<file path="src/rtl/vga_glyph_capture.sv">
// VGA receive side: recovers line/column timing from h_sync/v_sync, locks to it,
// and decodes the top-left glyph cell of the active area into a 32-bit word.
module vga_glyph_capture #(
  parameter int unsigned HPIXELS     = 800,
  parameter int unsigned VLINES      = 521,
  parameter int unsigned HBP         = 144,
  parameter int unsigned VBP         = 31,
  parameter int unsigned GLYPH_W     = 4,
  parameter int unsigned GLYPH_H     = 8,
  parameter int unsigned LUMA_THRESH = 96
) (
  input  logic        clk,
  input  logic        clr,
  input  logic        h_sync,
  input  logic        v_sync,
  input  logic [5:0]  red,
  input  logic [5:0]  green,
  input  logic [5:0]  blue,
  output logic [31:0] glyph,
  output logic        glyph_valid,
  output logic        locked,
  output logic        sync_err,
  output logic [10:0] line_len
);

  localparam int unsigned HW = 11;
  localparam int unsigned LW = 10;
  localparam int unsigned IW = $clog2(GLYPH_W * GLYPH_H);

  localparam logic [HW-1:0] H_LEN     = HW'(HPIXELS);
  localparam logic [HW-1:0] H_TIMEOUT = HW'(2 * HPIXELS);
  localparam logic [HW-1:0] H_MAX     = '1;
  localparam logic [HW-1:0] COL_LO    = HW'(HBP);
  localparam logic [HW-1:0] COL_HI    = HW'(HBP + GLYPH_W);
  localparam logic [LW-1:0] LINE_LAST = LW'(VLINES - 1);
  localparam logic [LW-1:0] LINE_MAX  = '1;
  localparam logic [LW-1:0] LINE_LO   = LW'(VBP);
  localparam logic [LW-1:0] LINE_HI   = LW'(VBP + GLYPH_H);
  localparam logic [7:0]    THRESH    = 8'(LUMA_THRESH);

  typedef enum logic [1:0] {SEARCH, CHECK, LOCKED} state_t;

  state_t        state, state_n;
  logic          h_r, v_r, h_prev, v_prev;
  logic [5:0]    red_r, green_r, blue_r;
  logic [HW-1:0] hcnt, hcnt_n, col;
  logic [LW-1:0] line;
  logic          frame_dirty;
  logic [31:0]   shadow;
  logic          h_fall, v_fall, on, in_cell, bad_line, bad_frame;
  logic [7:0]    luma;
  logic [IW-1:0] row_idx, col_idx, bit_idx;
  logic          publish, err;

  // Stage 1: sample the link once; all decoding below uses these copies.
  always_ff @(posedge clk or posedge clr) begin
    if (clr) begin
      h_r     <= 1'b0;
      v_r     <= 1'b0;
      h_prev  <= 1'b0;
      v_prev  <= 1'b0;
      red_r   <= '0;
      green_r <= '0;
      blue_r  <= '0;
    end else begin
      h_r     <= h_sync;
      v_r     <= v_sync;
      h_prev  <= h_r;
      v_prev  <= v_r;
      red_r   <= red;
      green_r <= green;
      blue_r  <= blue;
    end
  end

  always_comb begin
    h_fall    = h_prev & ~h_r;
    v_fall    = v_prev & ~v_r;
    col       = h_fall ? '0 : hcnt;
    hcnt_n    = h_fall ? HW'(1) : ((hcnt == H_MAX) ? hcnt : hcnt + HW'(1));
    luma      = 8'(red_r) + 8'(green_r) + 8'(blue_r);
    on        = (luma >= THRESH);
    in_cell   = (line >= LINE_LO) && (line < LINE_HI) && (col >= COL_LO) && (col < COL_HI);
    row_idx   = IW'(line - LINE_LO);
    col_idx   = IW'(col - COL_LO);
    bit_idx   = IW'(row_idx * IW'(GLYPH_W) + col_idx);
    bad_line  = h_fall ? (hcnt != H_LEN) : (hcnt == H_TIMEOUT);
    // A v_sync edge that does not coincide with a line start is itself a bad frame.
    bad_frame = v_fall & (~h_fall | bad_line | frame_dirty | (line != LINE_LAST));
  end

  // Position counters, line measurement and glyph shadow capture.
  always_ff @(posedge clk or posedge clr) begin
    if (clr) begin
      hcnt        <= '0;
      line        <= '0;
      line_len    <= '0;
      frame_dirty <= 1'b0;
      shadow      <= '0;
    end else begin
      hcnt        <= hcnt_n;
      frame_dirty <= v_fall ? 1'b0 : (frame_dirty | bad_line);
      if (h_fall) begin
        line_len <= hcnt;
        line     <= v_fall ? '0 : ((line == LINE_MAX) ? line : line + LW'(1));
      end
      if (in_cell) shadow[bit_idx] <= on;
    end
  end

  always_ff @(posedge clk or posedge clr) begin
    if (clr) state <= SEARCH;
    else     state <= state_n;
  end

  always_comb begin
    state_n = state;
    publish = 1'b0;
    err     = 1'b0;
    case (state)
      SEARCH: if (v_fall) state_n = CHECK;
      CHECK: begin
        if (bad_line | bad_frame) begin
          err = 1'b1;
        end else if (v_fall) begin
          state_n = LOCKED;
          publish = 1'b1;
        end
      end
      LOCKED: begin
        if (bad_line | bad_frame) begin
          err     = 1'b1;
          state_n = SEARCH;
        end else if (v_fall) begin
          publish = 1'b1;
        end
      end
      default: state_n = SEARCH;
    endcase
  end

  // Registered outputs; locked tracks the state being entered so it aligns with publish.
  always_ff @(posedge clk or posedge clr) begin
    if (clr) begin
      glyph       <= '0;
      glyph_valid <= 1'b0;
      sync_err    <= 1'b0;
      locked      <= 1'b0;
    end else begin
      glyph_valid <= publish;
      sync_err    <= err;
      locked      <= (state_n == LOCKED);
      if (publish) glyph <= shadow;
    end
  end

endmodule
</file>
<file path="config.mk">
export PLATFORM = sky130hd
export DESIGN_NAME = vga_glyph_capture
export DESIGN_NICKNAME = d
export VERILOG_FILES = /design/src/rtl/vga_glyph_capture.sv
export SDC_FILE = /design/constraint.sdc
export NUM_CORES = 1
export LEC_CHECK = 0
export BUFFER_PORTS_ARGS = -buffer_cell sky130_fd_sc_hd__clkbuf_2
export CORE_MARGIN = 2
export CORE_UTILIZATION = 35
export CTS_CLUSTER_SIZE = 25
export DETAILED_ROUTE_END_ITERATION = 8
export GPL_ROUTABILITY_DRIVEN = 1
export PLACE_DENSITY_LB_ADDON = 0.15
export SLEW_MARGIN = 20
export SYNTH_ARGS = -nofsm -noshare
export SYNTH_HDL_FRONTEND = slang
export SYNTH_SLANG_ARGS = --single-unit
</file>
<file path="constraint.sdc">
create_clock -name clk -period 5.99 [get_ports clk]
set_input_delay 1.797 -clock clk [delete_from_list [all_inputs] [get_ports clk]]
set_output_delay 1.797 -clock clk [all_outputs]
set_load 0.05 [all_outputs]
</file>
Yosys cells after proc, flatten, opt, wreduce, memory -nomap -nowiden
Index checks and enable logic that the tools add are counted.

Add/sub/neg operators: 7. Order comparisons: 7. Eq/ne operators: 10. Multiplexer cells: 20. Bitwise logic cells: 11. Reductions and logical operators: 7.

Operators with widths (number): two-way mux 11 bit (3); bitwise mux 32 bit (1); == test 11 bit, second input constant (2); two-way mux 10 bit (2); adder 11 x 1 -> 11 bit, second input constant (1); >= comparator 11 x 8 -> 1 bit, second input constant (1); < comparator 11 x 8 -> 1 bit, second input constant (1); != test 11 x 10 -> 1 bit, second input constant (1); adder 10 x 1 -> 10 bit, second input constant (1); == test 10 bit, second input constant (1); >= comparator 10 x 5 -> 1 bit, second input constant (1); < comparator 10 x 6 -> 1 bit, second input constant (1); != test 10 bit, second input constant (1); adder 7 x 6 -> 8 bit (1); >= comparator 8 x 7 -> 1 bit, second input constant (1); two-way mux 1 bit (8); two-way mux 2 bit (4); adder 6 x 6 -> 7 bit (1); < comparator 5 x 6 -> 1 bit, second input constant (1); one-hot mux 2 bit (3 select lines) (1); adder 5 bit (1); demux 1 bit (select 5 bit) (1); >= comparator 5 x 1 -> 1 bit, second input constant (1); OR 1 bit (5); 11 further kinds (20).

Flip-flop bits (word level): 124. Input bits: 22. Output and inout bits: 46. Word-level logic and storage cells: 79.

Longest topological paths before layout
Gate-level depths: netlist (run 1).

Word-level depth: 11. Mapped depth: 12. Depth with buffers taken out: 10.

Worst setup path after synthesis (run 1)
No wires, ideal clock.

Path type: register to register. From: register h_r. To: register shadow[25]. Setup time: 0.127 ns. Arrival: 2.634 ns. Slack: 3.229 ns. Cell stages (with the launch flop): 13. Path buffers: 2. Path through: dfrtp_1 nand2b_1 clkbuf_1 and2_1 ha_1 ha_1 xor2_1 xnor2_1 xnor2_1 or3b_1 buf_2 o21ai_1 o31ai_2.

Cells in the longest elaborated chain, start to end: 10.

Ends and longest elaborated chain: start: declaration (RTL line 44) `logic h_r, v_r, h_prev, v_prev;`; start signal: assignment (RTL line 66) `h_r <= h_sync;`; inverter 1 bit * (RTL line 77) `h_fall = h_prev & ~h_r;`; AND 1 bit * (RTL line 77); two-way mux 11 bit * (RTL line 79) `col = h_fall ? '0 : hcnt;`; subtractor 5 bit (RTL line 85) `col_idx = IW'(col - COL_LO);`; adder 5 bit (RTL line 86) `bit_idx = IW'(row_idx * IW'(GLYPH_W) + col_idx);`; < comparator 5 x 6 -> 1 bit (implied by the code) / >= comparator 5 x 1 -> 1 bit (equally long branches) (RTL line 107) `if (in_cell) shadow[bit_idx] <= on;`; logical AND 1 bit (implied by the code) (RTL line 107); two-way mux 1 bit (implied by the code) (RTL line 107); demux 1 bit (select 5 bit) (RTL line 107); bitwise mux 32 bit (RTL line 107); end signal: indexed assignment (RTL line 107); end: declaration (RTL line 49) `logic [31:0] shadow;`.

Every way passes the cells marked *; elsewhere a longest branch is shown, timed or not. A chain may end at the register's enable or synchronous reset.

Final worst setup path (run 1)
From: register h_r. To: register shadow[6].

The elaborated chain is that of the path after synthesis.

==> out/metrics.cfg, run 1 <==
[sta]
fin_crit_sh_pct=56.3
setup_viol=0
max_freq_ghz=0.296
relSlewSlack_pct=41.0
layout_setup_ws_ns=2.62
fin_crit_ns=3.37
tightestPinTransition_ns=0.873
rsz0062_at_grt=false
hold_viol=0
slew_violations=0
whs_ns=0.393
tns_ns=0
skew_ns=0.00690

[yosys]
ys_async_sr_fraction_pct=100
syn-cell-area_mm2=0.00548
ys.flop_type=dfrtp_1
synth-warning-count=0
synth_cell_types=46
synth_nets=573
synth_edf_count=0
synthCells=528
synth_seq_area_share_pct=56.7
synth.avg_cell_area_um2=10.4
ys_ff_latch=124

[placement]
gp_congestion=0.810
placed_cell_area_mm2=0.00599
pre_cts_ws_ns=2.60
post-dp-hpwl_um=7700
place.port_buffers=67

[route]
dr.pass1.iters=4
wire_per_inst_um=14.0
vias_per_cell=4.78
via_count=3901
drc=0
first_iter_violations=185
antenna_left=0
wirelength_um=11500

[run]
maxCapViolations=0

[cts]
cts.sinks=124
clk_latency_ns=0.41
clk_path_buf_depth=2
cts_resized=0
cts_buffers=17
path_clk_slew_ns=0.05
post_cts.repair.setup_buffers=0
clock-root-buffer=clkbuf_16
hold_buffers=0
htreeDepth=4
cts_tree=yes

[pwr]
p_per_area_mw_per_mm2=366
vdd_drop_max_mv=0.186
p_leak_nw=3.23

[global_routing]
grt_usage_pct=14.9
grt-ovfl-total=0
antenna_found_initial=0
grt_first_pass_wirelength_um=19300
first_global_vias=3872
grt_max_degree=52

[setup_path]
required_ns=6.27
start_kind=flip-flop
endpoint_kind=flip-flop
worstSetupPathType=flip-flop to flip-flop
critPathArrivalTime_ns=3.66
crit_fanout=24

[finish]
most-common-layout-cells=139 x nand2_1, 124 x dfrtp_1, 67 x clkbuf_2, 37 x o21ai_0, 29 x o31ai_1
utilization_pct=43.2
fill_cells=1484
antenna_cells=0
fin_nets=637
area_growth_pct=20.3
final_cell_area_mm2=0.00659
drive_gt1_share_pct=19.3
final-seq-area_mm2=0.00310
multi_input_area_mm2=0.00221
final_common_cell=nand2_1

[floorplanning]
io_pins=68
die-width_um=129
coreArea_mm2=0.0153
initial_utilization_pct=35.9
dieHeight_um=129
rows=45
fp.dieArea_mm2=0.0167

[min_path]
min_path_type=flip-flop to flip-flop

[status]
status=finished, final reports clean

## layout make-up
class / count / area share, %
flip-flops and latches: 124 / 47.1
multi-input cells: 366 / 33.6
clock buffers: 20 / 6.78
repair buffers: 71 / 5.55
well taps: 211 / 4.01
clock inverters: 12 / 2.22
inverters: 12 / 0.722
## logic make-up (layout without fill, tap and decap cells)
logic type / after synthesis / after routing / share of synthesized area, %
DFF: 124 / 124 / 56.7
and+or+nand+nor: 223 / 223 / 18.9
adders and majority gates: 23 / 23 / 6.22
AOI/OAI and AO/OA: 100 / 100 / 11.6
xor gates and xnor gates: 18 / 18 / 2.88
muxes: 2 / 2 / 0.366
buffers and inverters: 38 / 115 / 3.31
## state kept, by name, indices dropped and copies added, names as in the netlist
register,cells
green_r,6
state,2
blue_r,6
sync_err,1
frame_dirty,1
h_prev,1
glyph,32
red_r,6
v_r,1
h_r,1
hcnt,11
line,10
locked,1
v_prev,1
shadow,32
line_len,11
glyph_valid,1
## layer usage
layer | vias to the layer above | share of wire, % | GRT usage [%]
met5 | - | 0 | 0
li1 | 1918 | - | -
met1 | 1908 | 48 | 19.5
met3 | 13 | 3.6 | 3.88
met2 | 62 | 47 | 23.4
met4 | 0 | 1.5 | 6.59
## through the flow
step | cells | power [mW]
final | 816 | 2.41
after global routing | 816 | 2.53
after CTS | 816 | 2.44
after detailed placement | 784 | 1.40
after global placement | 784 | 1.39
after floorplan | 528 | 1.29
## where the power goes
group / switching (mW) / total [mW] / leakage, nW / internal [mW]
Clock: 0.363 / 1.02 / 0.286 / 0.661
Combinational: 0.314 / 0.452 / 1.29 / 0.139
Sequential: 0.0515 / 0.932 / 1.66 / 0.880
Total: 0.728 / 2.41 / 3.23 / 1.68
## critical path: stages (launching register included)
cell and delay (ns):
dfrtp_1 0.38, nand2b_1 0.52, and2_1 0.37, ha_1 0.30, ha_1 0.21, xor2_1 0.15
xnor2_1 0.13, xnor2_1 0.50, nand3b_1 0.34, o21ai_0 0.26, o31ai_1 0.10
## worst paths after layout
| check | start | end | slack, ns | cells after the start |
|---|---|---|---|---|
| setup reg to reg | h_r | shadow[6] | 2.62 | 10 |
| hold / removal | h_r | h_prev | 0.39 | 0 |
| max in group asynchronous | clr | shadow[21] | 3.49 | 3 |
| hold reg to reg | h_r | h_prev | 0.39 | 0 |
| min in group asynchronous | clr | locked | 1.42 | 2 |
| setup / recovery | h_r | shadow[6] | 2.62 | 10 |
## synth_stat cells, types with 5 or more instances
library cell  number  area [um2]
inv_1             12        45.0
clkbuf_1          11        41.3
and2_1             9        56.3
nand2_1          140         526
nor2b_1            6        37.5
xor2_1             8        70.1
and3_1             5        31.3
ha_1              16         200
nand3_1           12        60.1
o21ai_0           37         185
dfrtp_1          124        3100
a21oi_1            9        45.0
buf_2             10        50.1
fa_1               7         140
nand2b_1           5        31.3
nor2_1            22        82.6
o21ai_1            9        45.0
xnor2_1           10        87.6
o31ai_1           29         218
Note: power is estimated with default switching activity, not from simulation.
==> inputs of run 2 (changes only) <==
Clock period 5.99 ns to 3.5 ns, I/O delays scaled along.
==> out/metrics.cfg, run 2 (synthesized netlist as in run 1, its figures left out) <==
[status]
status=finished, final reports clean

[finish]
area_growth_pct=21.0
fin_nets=641  ; +0.63%
antenna_cells=0  ; unchanged
fin_cells=819  ; +0.37%
final_common_cell=nand2_1
most-common-layout-cells=140 x nand2_1, 124 x dfrtp_1, 67 x clkbuf_2, 37 x o21ai_0, 29 x o31ai_1
utilization_pct=43.4  ; +0.27 points
reg_top3=glyph (32), shadow (32)
drive_gt1_share_pct=19.1  ; -0.26 points

[cts]
cts.sinks=124  ; unchanged
htreeDepth=4  ; unchanged
clk_latency_ns=0.42  ; about the same
post_cts.repair.setup_buffers=0  ; unchanged
cts_resized=0  ; unchanged
clk_path_buf_depth=2  ; unchanged
path_clk_slew_ns=0.05  ; about the same
cts_buffers=17  ; unchanged
clock-root-buffer=clkbuf_16
hold_buffers=0  ; unchanged
cts_tree=yes

[sta]
tightestPinTransition_ns=0.537  ; -0.336 ns
fin_crit_ns=2.88  ; -0.499 ns
fin_crit_sh_pct=82.2  ; +26 points
max_freq_ghz=0.348  ; +17%
hold_viol=0  ; unchanged
setup_viol=0  ; unchanged
skew_ns=0.00720  ; +0.000295 ns
tns_ns=0  ; unchanged
relSlewSlack_pct=64.2  ; +23 points
rsz0062_at_grt=false
slew_violations=0  ; unchanged
layout_setup_ws_ns=0.624  ; -1.99 ns

[global_routing]
antenna_found_initial=0  ; unchanged
grt-ovfl-total=0  ; unchanged
grt_usage_pct=15.0  ; +0.16 points
first_global_vias=3947  ; +1.9%
grt_max_degree=99  ; +90%
grt_first_pass_wirelength_um=19400  ; +0.54%

[route]
antenna_left=0  ; unchanged
first_iter_violations=241  ; +30%
vias_per_cell=4.82  ; +0.89%
dr.pass1.iters=4  ; unchanged
wirelength_um=11400  ; -0.43%
drc=0  ; unchanged
via_count=3950  ; +1.3%
wire_per_inst_um=13.9  ; -0.79%

[floorplanning]
coreArea_mm2=0.0153  ; unchanged
fp.dieArea_mm2=0.0167  ; unchanged
initial_utilization_pct=35.9  ; unchanged
die-width_um=129  ; unchanged
rows=45  ; unchanged
io_pins=68  ; unchanged
dieHeight_um=129  ; unchanged

[placement]
post-dp-hpwl_um=7770  ; +0.88%
gp_congestion=0.807  ; -0.36%
pre_cts_ws_ns=0.591  ; -2.01 ns
place.port_buffers=67  ; unchanged
place_inst=788  ; +0.51%

[setup_path]
start_kind=flip-flop
worstReg2RegStart=red_r[1]
crit_slowest_cell=fa_1
endpoint_kind=flip-flop
crit_start=red_r[1]
crit_chain=fa_1 > ha_1 > inv_1 > fa_1 > nor2b_1 > o21ai_0 > nand2b_1 > o21ai_0 > a221oi_4 > buf_4 > o31ai_1
critPathArrivalTime_ns=3.16  ; -0.50 ns
crit_fanout=32  ; +33%
worstSetupPathType=flip-flop to flip-flop
max_stage_delay_ns=0.54  ; +0.02 ns
r2r_cells=11  ; +1
required_ns=3.78  ; -2.49 ns

[min_path]
hold_depth=0  ; unchanged
hp-start=h_r
min_path_type=flip-flop to flip-flop

[run]
maxCapViolations=0  ; unchanged

[pwr]
p_leak_nw=3.26  ; +0.69%
p_per_area_mw_per_mm2=623  ; +70%
vdd_drop_max_mv=0.366  ; +97%

-- run 2: cell types whose count changed in the layout (fill, tap and decap cells not counted) --
| cell | change |
|---|---|
| clkinv_4 | -1 |
| nand2_2 | -1 |
| and2_2 | -1 |
| and2_1 | +1 |
| clkbuf_8 | +2 |
| clkbuf_1 | +2 |
| inv_4 | -1 |
| clkinvlp_4 | -1 |
| buf_4 | +3 |
| nand2_1 | +1 |
| clkinv_2 | -2 |
| buf_12 | +1 |
-- run 2: cell type report --
type / instances / area (um2)
Inverter: 12 / 48.8
Timing Repair Buffer: 75 / 408
Sequential cell: 124 / 3100
Tap cell: 211 / 264
Clock buffer: 24 / 482
Fill cell: 1474 / 8630
Multi-Input combinational cell: 366 / 2210
Clock inverter: 7 / 113
-- run 2: layer usage --
layer / track usage (%) / share of wire, %
met4: 7.29 / 1.8
met1: 19.8 / 47
met3: 4.13 / 4.6
met2: 23.1 / 47
met5: 0 / 0
-- run 2: stage by stage --
stage	hold WS [ns]	area, um2	power, mW
floorplan	0.366	5480	2.21
global placement	0.376	6030	2.37
detailed placement	0.380	6030	2.39
CTS	0.396	6630	4.18
global route	0.409	6630	4.36
finish	0.392	6630	4.13
-- run 2: worst paths after layout --
path,to,slack [ns]
max,shadow[17],0.62
max in group asynchronous,glyph[13],2.31
max reg2reg,shadow[17],0.62
min reg2reg,h_prev,0.39
min in group asynchronous,line[5],0.74
min,h_prev,0.39
-- run 2: worst max-delay path: cells and delay by family (launching register included) --
| kind | cells | cell delay [ns] |
|---|---|---|
| fa+ha+maj | 3 | 1.06 |
| compound gates | 4 | 0.62 |
| buf+inv | 2 | 0.42 |
| flops | 1 | 0.38 |
| simple gates | 2 | 0.25 |
-- run 2: where the power goes --
group	total (mW)	switching [mW]	internal, mW
Sequential	1.60	0.0919	1.51
Combinational	0.769	0.530	0.239
Clock	1.76	0.593	1.17
